`src/rtl/hamming_decoder_if.sv`:
```
// Memory-port and Start/Ack bundle between the SECDED decoder engine and its host.
interface hamming_decoder_if #(
  parameter int AW = 8
);
  logic          start;
  logic          ack;
  logic [AW-1:0] mem_addr;
  logic [7:0]    mem_rd_data;
  logic          mem_wr_en;
  logic [7:0]    mem_wr_data;
  logic [3:0]    single_cnt;
  logic [3:0]    double_cnt;

  modport slave (
    input  start, mem_rd_data,
    output ack, mem_addr, mem_wr_en, mem_wr_data, single_cnt, double_cnt
  );

  modport master (
    output start, mem_rd_data,
    input  ack, mem_addr, mem_wr_en, mem_wr_data, single_cnt, double_cnt
  );
endinterface

```
`src/rtl/hamming_decoder.sv`:
```
// SECDED Hamming(16,11) decoder engine: reads codeword byte pairs from memory,
// corrects single errors, flags double errors, writes data plus status back.
//
// state | meaning
// IDLE  | wait for start falling edge
// RD_LO | present codeword LSW address
// RD_HI | present MSW address, capture LSW
// CAP   | capture MSW
// WR_LO | write decoded LSW, bump error counters
// WR_HI | write decoded MSW, advance word index
// DONE  | hold ack until start is seen high
module hamming_decoder #(
  parameter int SRC_BASE  = 30,
  parameter int DST_BASE  = 0,
  parameter int NUM_WORDS = 15,
  parameter int AW        = 8
) (
  input  logic            clk,
  input  logic            rst_n,
  hamming_decoder_if.slave bus
);

  typedef enum logic [2:0] {
    IDLE, RD_LO, RD_HI, CAP, WR_LO, WR_HI, DONE
  } state_t;

  localparam logic [AW-1:0] SRC  = AW'(SRC_BASE);
  localparam logic [AW-1:0] DST  = AW'(DST_BASE);
  localparam logic [3:0]    LAST = 4'(NUM_WORDS - 1);

  state_t        state, state_nxt;
  logic [3:0]    idx;
  logic [7:0]    lsw_q, msw_q;
  logic [3:0]    single_q, double_q;
  logic          start_q;
  logic          launch;
  logic [AW-1:0] word_off;

  logic [15:0]   cw, fixed;
  logic [3:0]    syn;
  logic          par;
  logic [1:0]    flag;
  logic [7:0]    dec_lo, dec_hi;
  logic          unused_parity_bits;

  assign launch   = (state == IDLE) && start_q && !bus.start;
  assign word_off = AW'({idx, 1'b0});

  // Syndrome masks select the positions whose index has bit k set.
  always_comb begin
    cw     = {msw_q, lsw_q};
    syn[0] = ^(cw & 16'hAAAA);
    syn[1] = ^(cw & 16'hCCCC);
    syn[2] = ^(cw & 16'hF0F0);
    syn[3] = ^(cw & 16'hFF00);
    par    = ^cw;
    fixed  = par ? (cw ^ (16'd1 << syn)) : cw;
    if (par)
      flag = 2'b01;
    else if (syn != 4'd0)
      flag = 2'b10;
    else
      flag = 2'b00;
    dec_lo = {fixed[12:9], fixed[7:5], fixed[3]};
    dec_hi = {flag, 3'b000, fixed[15:13]};
  end

  assign unused_parity_bits = ^{fixed[8], fixed[4], fixed[2:0]};

  always_ff @(posedge clk or negedge rst_n) begin
    if (!rst_n)
      state <= IDLE;
    else
      state <= state_nxt;
  end

  always_comb begin
    state_nxt = state;
    case (state)
      IDLE:    if (launch) state_nxt = RD_LO;
      RD_LO:   state_nxt = RD_HI;
      RD_HI:   state_nxt = CAP;
      CAP:     state_nxt = WR_LO;
      WR_LO:   state_nxt = WR_HI;
      WR_HI:   state_nxt = (idx == LAST) ? DONE : RD_LO;
      DONE:    if (bus.start) state_nxt = IDLE;
      default: state_nxt = IDLE;
    endcase
  end

  always_comb begin
    bus.ack         = 1'b0;
    bus.mem_addr    = '0;
    bus.mem_wr_en   = 1'b0;
    bus.mem_wr_data = 8'h00;
    case (state)
      RD_LO: bus.mem_addr = SRC + word_off;
      RD_HI: bus.mem_addr = SRC + word_off + AW'(1);
      WR_LO: begin
        bus.mem_addr    = DST + word_off;
        bus.mem_wr_en   = 1'b1;
        bus.mem_wr_data = dec_lo;
      end
      WR_HI: begin
        bus.mem_addr    = DST + word_off + AW'(1);
        bus.mem_wr_en   = 1'b1;
        bus.mem_wr_data = dec_hi;
      end
      DONE:    bus.ack = 1'b1;
      default: ;
    endcase
  end

  // Start history only tracks the pin while idle, so activity during a run
  // cannot arm a launch for the next one.
  always_ff @(posedge clk or negedge rst_n) begin
    if (!rst_n) begin
      idx      <= 4'd0;
      lsw_q    <= 8'h00;
      msw_q    <= 8'h00;
      single_q <= 4'd0;
      double_q <= 4'd0;
      start_q  <= 1'b1;
    end else begin
      if (state == IDLE)
        start_q <= bus.start;
      case (state)
        IDLE: if (launch) begin
          idx      <= 4'd0;
          single_q <= 4'd0;
          double_q <= 4'd0;
        end
        RD_HI: lsw_q <= bus.mem_rd_data;
        CAP:   msw_q <= bus.mem_rd_data;
        WR_LO: begin
          if (flag == 2'b01) single_q <= single_q + 4'd1;
          if (flag == 2'b10) double_q <= double_q + 4'd1;
        end
        WR_HI: if (idx != LAST) idx <= idx + 4'd1;
        default: ;
      endcase
    end
  end

  assign bus.single_cnt = single_q;
  assign bus.double_cnt = double_q;

endmodule

```
`src/flat_wrapper.sv`:
```
// flat-port wrapper written by rule: the top's interface ports become plain ports
module hamming_decoder_flat 
#(
  parameter int SRC_BASE  = 30,
  parameter int DST_BASE  = 0,
  parameter int NUM_WORDS = 15,
  parameter int AW        = 8
)
  (clk, rst_n, bus_start, bus_mem_rd_data, bus_ack, bus_mem_addr, bus_mem_wr_en, bus_mem_wr_data, bus_single_cnt, bus_double_cnt);
  hamming_decoder_if #(.AW(AW)) bus_i ();
  input  logic clk;
  input  logic rst_n;
  input wire logic [$bits(bus_i.start)-1:0] bus_start;
  input wire logic [$bits(bus_i.mem_rd_data)-1:0] bus_mem_rd_data;
  output wire logic [$bits(bus_i.ack)-1:0] bus_ack;
  output wire logic [$bits(bus_i.mem_addr)-1:0] bus_mem_addr;
  output wire logic [$bits(bus_i.mem_wr_en)-1:0] bus_mem_wr_en;
  output wire logic [$bits(bus_i.mem_wr_data)-1:0] bus_mem_wr_data;
  output wire logic [$bits(bus_i.single_cnt)-1:0] bus_single_cnt;
  output wire logic [$bits(bus_i.double_cnt)-1:0] bus_double_cnt;
  assign bus_i.start = bus_start;
  assign bus_i.mem_rd_data = bus_mem_rd_data;
  assign bus_ack = bus_i.ack;
  assign bus_mem_addr = bus_i.mem_addr;
  assign bus_mem_wr_en = bus_i.mem_wr_en;
  assign bus_mem_wr_data = bus_i.mem_wr_data;
  assign bus_single_cnt = bus_i.single_cnt;
  assign bus_double_cnt = bus_i.double_cnt;
  hamming_decoder #(.SRC_BASE(SRC_BASE), .DST_BASE(DST_BASE), .NUM_WORDS(NUM_WORDS), .AW(AW)) u_core (.clk(clk), .rst_n(rst_n), .bus(bus_i));
endmodule
```
`config.mk`:
```
export PLATFORM = sky130hd
export DESIGN_NAME = hamming_decoder_flat
export DESIGN_NICKNAME = d
export VERILOG_FILES = /design/src/rtl/hamming_decoder_if.sv /design/src/rtl/hamming_decoder.sv /design/src/flat_wrapper.sv
export SDC_FILE = /design/constraint.sdc
export NUM_CORES = 1
export LEC_CHECK = 0
export ABC_AREA = 1
export CAP_MARGIN = 20
export CELL_PAD_IN_SITES_DETAIL_PLACEMENT = 1
export CELL_PAD_IN_SITES_GLOBAL_PLACEMENT = 1
export CORE_ASPECT_RATIO = 0.6
export CORE_UTILIZATION = 38
export CTS_CLUSTER_DIAMETER = 200
export DETAILED_ROUTE_END_ITERATION = 16
export GPL_TIMING_DRIVEN = 0
export PLACE_DENSITY = 0.79
export SLEW_MARGIN = 0
export SYNTH_ARGS = -nofsm -noshare
export SYNTH_HDL_FRONTEND = slang
export SYNTH_SLANG_ARGS = --single-unit
```
`constraint.sdc`:
```
create_clock -name clk -period 2.2 [get_ports clk]
set_clock_uncertainty 0.05 [all_clocks]
set_input_delay 0.33 -clock clk [delete_from_list [all_inputs] [get_ports clk]]
set_output_delay 0.33 -clock clk [all_outputs]
set_load 0.01 [all_outputs]
```
* Yosys cells after proc, flatten, opt, wreduce, memory -nomap -nowiden
Cells that the tools add are included.
** Storage, ports and cells
- Register bits after elaboration :: 32
- Input port bits :: 11
- Output and inout port bits :: 26
- Logic and storage cells :: 65
** Cells by class
- $add $sub $neg :: 6
- Equal/unequal tests :: 15
- Shift-type cells :: 1
- Muxes and demuxes :: 18
- Bitwise logic cells :: 1
- Reductions and logical operators :: 17
** Operators with widths (count)
- parity 16 bit :: 5
- one-hot mux 8 bit (4 select lines) :: 1
- one-hot mux 4 bit (2 select lines) :: 3
- one-hot mux 3 bit (7 select lines) :: 1
- 2-to-1 mux 16 bit :: 1
- 2-to-1 mux 4 bit :: 4
- one-hot mux 8 bit (2 select lines) :: 1
- << shifter 1 x 4 -> 16 bit, first input constant :: 1
- bitwise XOR 16 bit :: 1
- adder 4 x 1 -> 4 bit, second input constant :: 3
- equality test 3 bit, second input constant :: 3
- 2-to-1 mux 3 bit :: 3
- AND reduction 3 bit :: 3
- adder 8 x 1 -> 8 bit, second input constant :: 1
- inequality test 2 x 1 -> 1 bit, second input constant :: 4
- adder 5 x 1 -> 6 bit, second input constant :: 1
- adder 5 x 5 -> 6 bit, first input constant :: 1
- equality test 3 x 2 -> 1 bit, second input constant :: 2
- equality test 4 bit, second input constant :: 1
- 2-to-1 mux 2 bit :: 2
- inequality test 4 bit, second input constant :: 1
- nonzero test 2 bit :: 2
- nonzero test 4 bit :: 1
- equality test 3 x 1 -> 1 bit, second input constant :: 1
- other kinds (9) :: 11

* Logic depth before layout (Yosys ltp)
Gate-level depths: netlist (run 1).
- Depth in word-level cells :: 7
- Depth in mapped cells :: 15
- Depth with buffers taken out :: 15

* Worst setup path before layout (run 1)
Ideal clock, no wire load.
- Kind :: reg2out
- From :: register u_core.lsw_q[7]
- To :: output bus_mem_wr_data[7]
- Data arrival time :: 1531 ps
- Data required time :: 1820 ps
- Setup slack :: 289 ps
- Cell stages (with the launch flop) :: 11
- Path buffers :: 1
- Path through :: dfrtp_1 > buf_4 > xnor2_1 > nand2_1 > nand2_2 > nand2_2 > nand2_4 > inv_2 > nor2_4 > a21oi_1 > o21ai_1
** On the way
- Word-level cells in the longest chain between the ends :: 5
- Elaborated cells on any way between the ends :: 11
- Classes of those cells :: shift: 1; mux: 4; bitwise: 1; reduce/logical: 5
** RTL lines
- start, declared :: line hamming_decoder.sv:33 : logic [7:0] lsw_q, msw_q;
- start signal, assigned :: line hamming_decoder.sv:133 : RD_HI: lsw_q <= bus.mem_rd_data;
- parity 16 bit (on tied branches) :: line hamming_decoder.sv:52, hamming_decoder.sv:53, hamming_decoder.sv:54
- nonzero test 4 bit or << shifter 1 x 4 -> 16 bit (tied branches) :: line hamming_decoder.sv:60, hamming_decoder.sv:57
- 2-to-1 mux 2 bit or bitwise XOR 16 bit (tied branches) :: line hamming_decoder.sv:60, hamming_decoder.sv:57
- 2-to-1 mux 2 bit or 2-to-1 mux 16 bit (tied branches) :: line hamming_decoder.sv:58, hamming_decoder.sv:57
- one-hot mux 8 bit (2 select lines) (*) :: line hamming_decoder.sv:96 : case (state)
- end, declared :: line flat_wrapper.sv:18 : output wire logic [$bits(bus_i.mem_wr_data)-1:0] bus_mem_wr_data;
Every way passes the cells marked *; elsewhere a longest branch is shown, timed or not.

* Final worst setup path (run 1)
- From :: register u_core.msw_q[3]
- To :: output bus_mem_wr_data[6]
** On the way
- Word-level cells in the longest chain between the ends :: 5
- Elaborated cells on any way between the ends :: 9
- Classes of those cells :: shift: 1; mux: 3; bitwise: 1; reduce/logical: 4
** RTL lines
- start, declared :: line hamming_decoder.sv:33
- start signal, assigned :: line hamming_decoder.sv:134 : CAP: msw_q <= bus.mem_rd_data;
- parity 16 bit (on tied branches) :: line hamming_decoder.sv:52, hamming_decoder.sv:53, hamming_decoder.sv:55
- << shifter 1 x 4 -> 16 bit :: line hamming_decoder.sv:57 : fixed = par ? (cw ^ (16'd1 << syn)) : cw;
- bitwise XOR 16 bit :: line hamming_decoder.sv:57
- 2-to-1 mux 16 bit :: line hamming_decoder.sv:57
- one-hot mux 8 bit (2 select lines) (*) :: line hamming_decoder.sv:96
Marks and branches as above.

==> results of run 1 <==
==> repair_timing <==
action                                  CTS  global route
pin swaps                                36            46
endpoints found under the setup margin   15            12
gates resized for setup                 123            64
buffers inserted                         25            12
cloned                                    0             0
==> cells by family (layout without fill, tap and decap cells) <==
family	Yosys count	in the layout	synth area share, %
fa+ha+maj	5	5	2.46
compound gates	36	36	7.27
buf+inv	50	129	7.86
simple gates	265	265	47.7
flops	32	32	31.5
other cells	1	2	0.147
xor+xnor	9	9	3.10
==> worst paths after layout <==
path,startpoint,depth (start not counted),slack (ns),to
worst max-delay path,u_core.msw_q[3],15,-0.45,bus_mem_wr_data[6]
worst min-delay path,rst_n,1,0.04,u_core.bus.single_cnt[2]
worst max register to register,u_core.state[0],6,0.05,u_core.lsw_q[2]
worst min register to register,u_core.start_q,2,0.47,u_core.start_q
max in group asynchronous,rst_n,1,1.48,u_core.lsw_q[3]
min in group clk,u_core.start_q,2,0.47,u_core.start_q
==> per-stage QoR <==
step | cells | setup slack, ns | util (%) | hold slack (ns) | setup TNS (ns)
2_1_floorplan | 399 | 0.289 | - | -0.0156 | 0
3_3_place_gp | 517 | -0.607 | 47.7 | 0.436 | -6.73
3_5_place_dp | 517 | -0.718 | 47.6 | 0.408 | -6.03
4_1_cts | 550 | -0.268 | 56.7 | 0.0792 | -1.85
5_1_grt | 562 | -0.516 | 61.1 | 0.108 | -3.96
6_report | 562 | -0.452 | 61.1 | 0.0378 | -3.12
==> per-layer routing <==
layer	up-vias	routed length (um)
li1	1401	-
met1	1537	5030
met2	151	5550
met3	43	793
met4	0	349
met5	-	0
==> cell type report <==
class,instances,area (sq um),share of cell area (%)
inverters,44,185,4.83
clock inverters,1,30.0,0.784
multi-input cells,317,1960,51.0
clock buffers,7,96.3,2.51
plain buffers,6,42.5,1.11
repair buffers,71,607,15.8
well taps,84,105,2.74
flip-flops and latches,32,811,21.2
==> flip-flops by register name (all words and copies together), names as in the netlist <==
register / flops
u_core.bus.single_cnt: 4
u_core.state: 3
u_core.msw_q: 8
u_core.idx: 4
u_core.lsw_q: 8
u_core.bus.double_cnt: 4
u_core.start_q: 1
==> critical path: cells and delay by family, from the launching register on <==
kind          cells  cell delay [ns]
simple gates     10             1.00
buf+inv           5             0.55
flops             1             0.43
==> cell usage in the layout (no fill, tap or decap), types with 16 or more instances in the layout <==
| master | Yosys | routed |
|---|---|---|
| nor2_1 | 32 | 22 |
| inv_2 | 10 | 17 |
| buf_4 | 3 | 33 |
| dfrtp_1 | 31 | 24 |
| nand2_1 | 160 | 110 |
| clkdlybuf4s50_1 | 0 | 18 |
| nand2_4 | 9 | 22 |
| nand2_2 | 13 | 48 |
| inv_1 | 34 | 21 |
| o21ai_0 | 16 | 16 |
| nor2_4 | 5 | 16 |
| nand3_1 | 31 | 25 |
==> summary.txt, run 1 <==
Initial antenna violation count: 0
FILL cells: 807
FP Rows: 22
Final hold viol count: 0
Status: finished with violations
CP Launch Type: flip-flop
Clock transition at path regs: 0.09 ns
Top-count cell post-synth: nand2_1
Crit-path max FO: 4
Element type at the critical path end: output pin
Routed WL: 11700 um
First-pass GRT wire length: 15700 um
Final HPWL DP: 6520 um
CP peak stage delay: 0.43 ns
Tmin final: 2.65 ns
Unrepaired setup endpoints after global routing: true
Vias in the first global route: 3064
GRT met1 Usage: 40.3%
Die area: 0.00704 sq mm
Post-synth EDFFs: 0
Syn Std Cell Area: 0.00255 sq mm
Clock buffer depth: 2
CP max-delay cell: dfrtp_2
Post-route cell area: 0.00383 sq mm
Failing checks: negative setup slack
Cell mode on critical path: nand2_1
Core area: 0.00628 sq mm
Max_cap viols: 0
Iter 0 DRT Violations: 264
Die H: 65.4 um
DRT Pass-1 Iters: 5
Rel. slew slack: 47.0%
GPL Wtd Cong: 0.852
Final worst slack: -0.452 ns
GR Overflow Total: 0
CTS tree: yes
Netlist cell types: 28
Gr busiest metal: met2
Number of synthesized register bits: 32
Sequential fraction of the synthesis area: 31.5%
Top FF cell, synth: dfrtp_1
H-tree depth: 2
Commonest cells in the netlist: nand2_1 (160), inv_1 (34), nor2_1 (32)
Worst endpoint data arrival time: 2.27 ns
FFs w/ async S/R, synth: 100%
CTS Hold Bufs: 0
DRT antenna net count: 0
Worst slew pin tran: 0.795 ns
Synthesized area per cell: 6.40 sq um
Count of pins over their slew limit: 0
Kind of critical path: reg2out
Period Utilization, post-route: 121%
Final nets: 493
DR vias/cell: 5.57
Clk_lat worst skew: 0.30 ns
Synthesis warning total: 0
Met3 usage: 5.56%
Residual DRC: 0
Floorplan die width: 108 um
Root buffer cell: clkbuf_8
Worst path required time: 1.82 ns
Post-DR wirelength/cell: 20.9 um
Total CTS buffers: 5
Largest net degree at the start of global routing: 33
Final setup violating endpoints: 9
Gr usage total: 30.1%
# diodes: 0
Proportion of layout cells with a drive suffix above 1: 41.8%
Synth area leaders: dfrtp_1 (30%), nand2_1 (24%), nand3_1 (6.1%), inv_1 (5.0%), nor2_1 (4.7%)
Fmax: 0.377 GHz
CTS sink cnt: 32
Initial core utilization: 40.6%
I/O Buffers: 34
Area Overhead vs Synth: 50.5%
DR vias: 3132
Post-synthesis cell count: 398
Crit-path cells: inv_4 -> buf_12 -> nand2_1 -> nand2_1 -> nand2_1 -> nand2_2 -> nand2_2 -> nand2_4 -> nor2_4 -> buf_12 -> buf_6 -> nand4_1 -> nand3_1 -> nand2_1 -> buf_2
Post-synth top area share: 30.5%
Met2 usage: 48.8%
Largest area contributor in the netlist: dfrtp_1
Hold Crit Class: in2async
Area after DPL: 0.00299 sq mm
Total I/O pin count: 37
Power of run 1 is not shown: default switching activity piles up to over one toggle a cycle in this logic, so the estimate is an artifact.
==> run 2, diff against run 1 <==
- CTS_CLUSTER_DIAMETER: 200 -> 40
==> results of run 2 <==
Final layout, timing and power as in run 1 (identical DEF).
Power of run 2 is left out for the same reason.
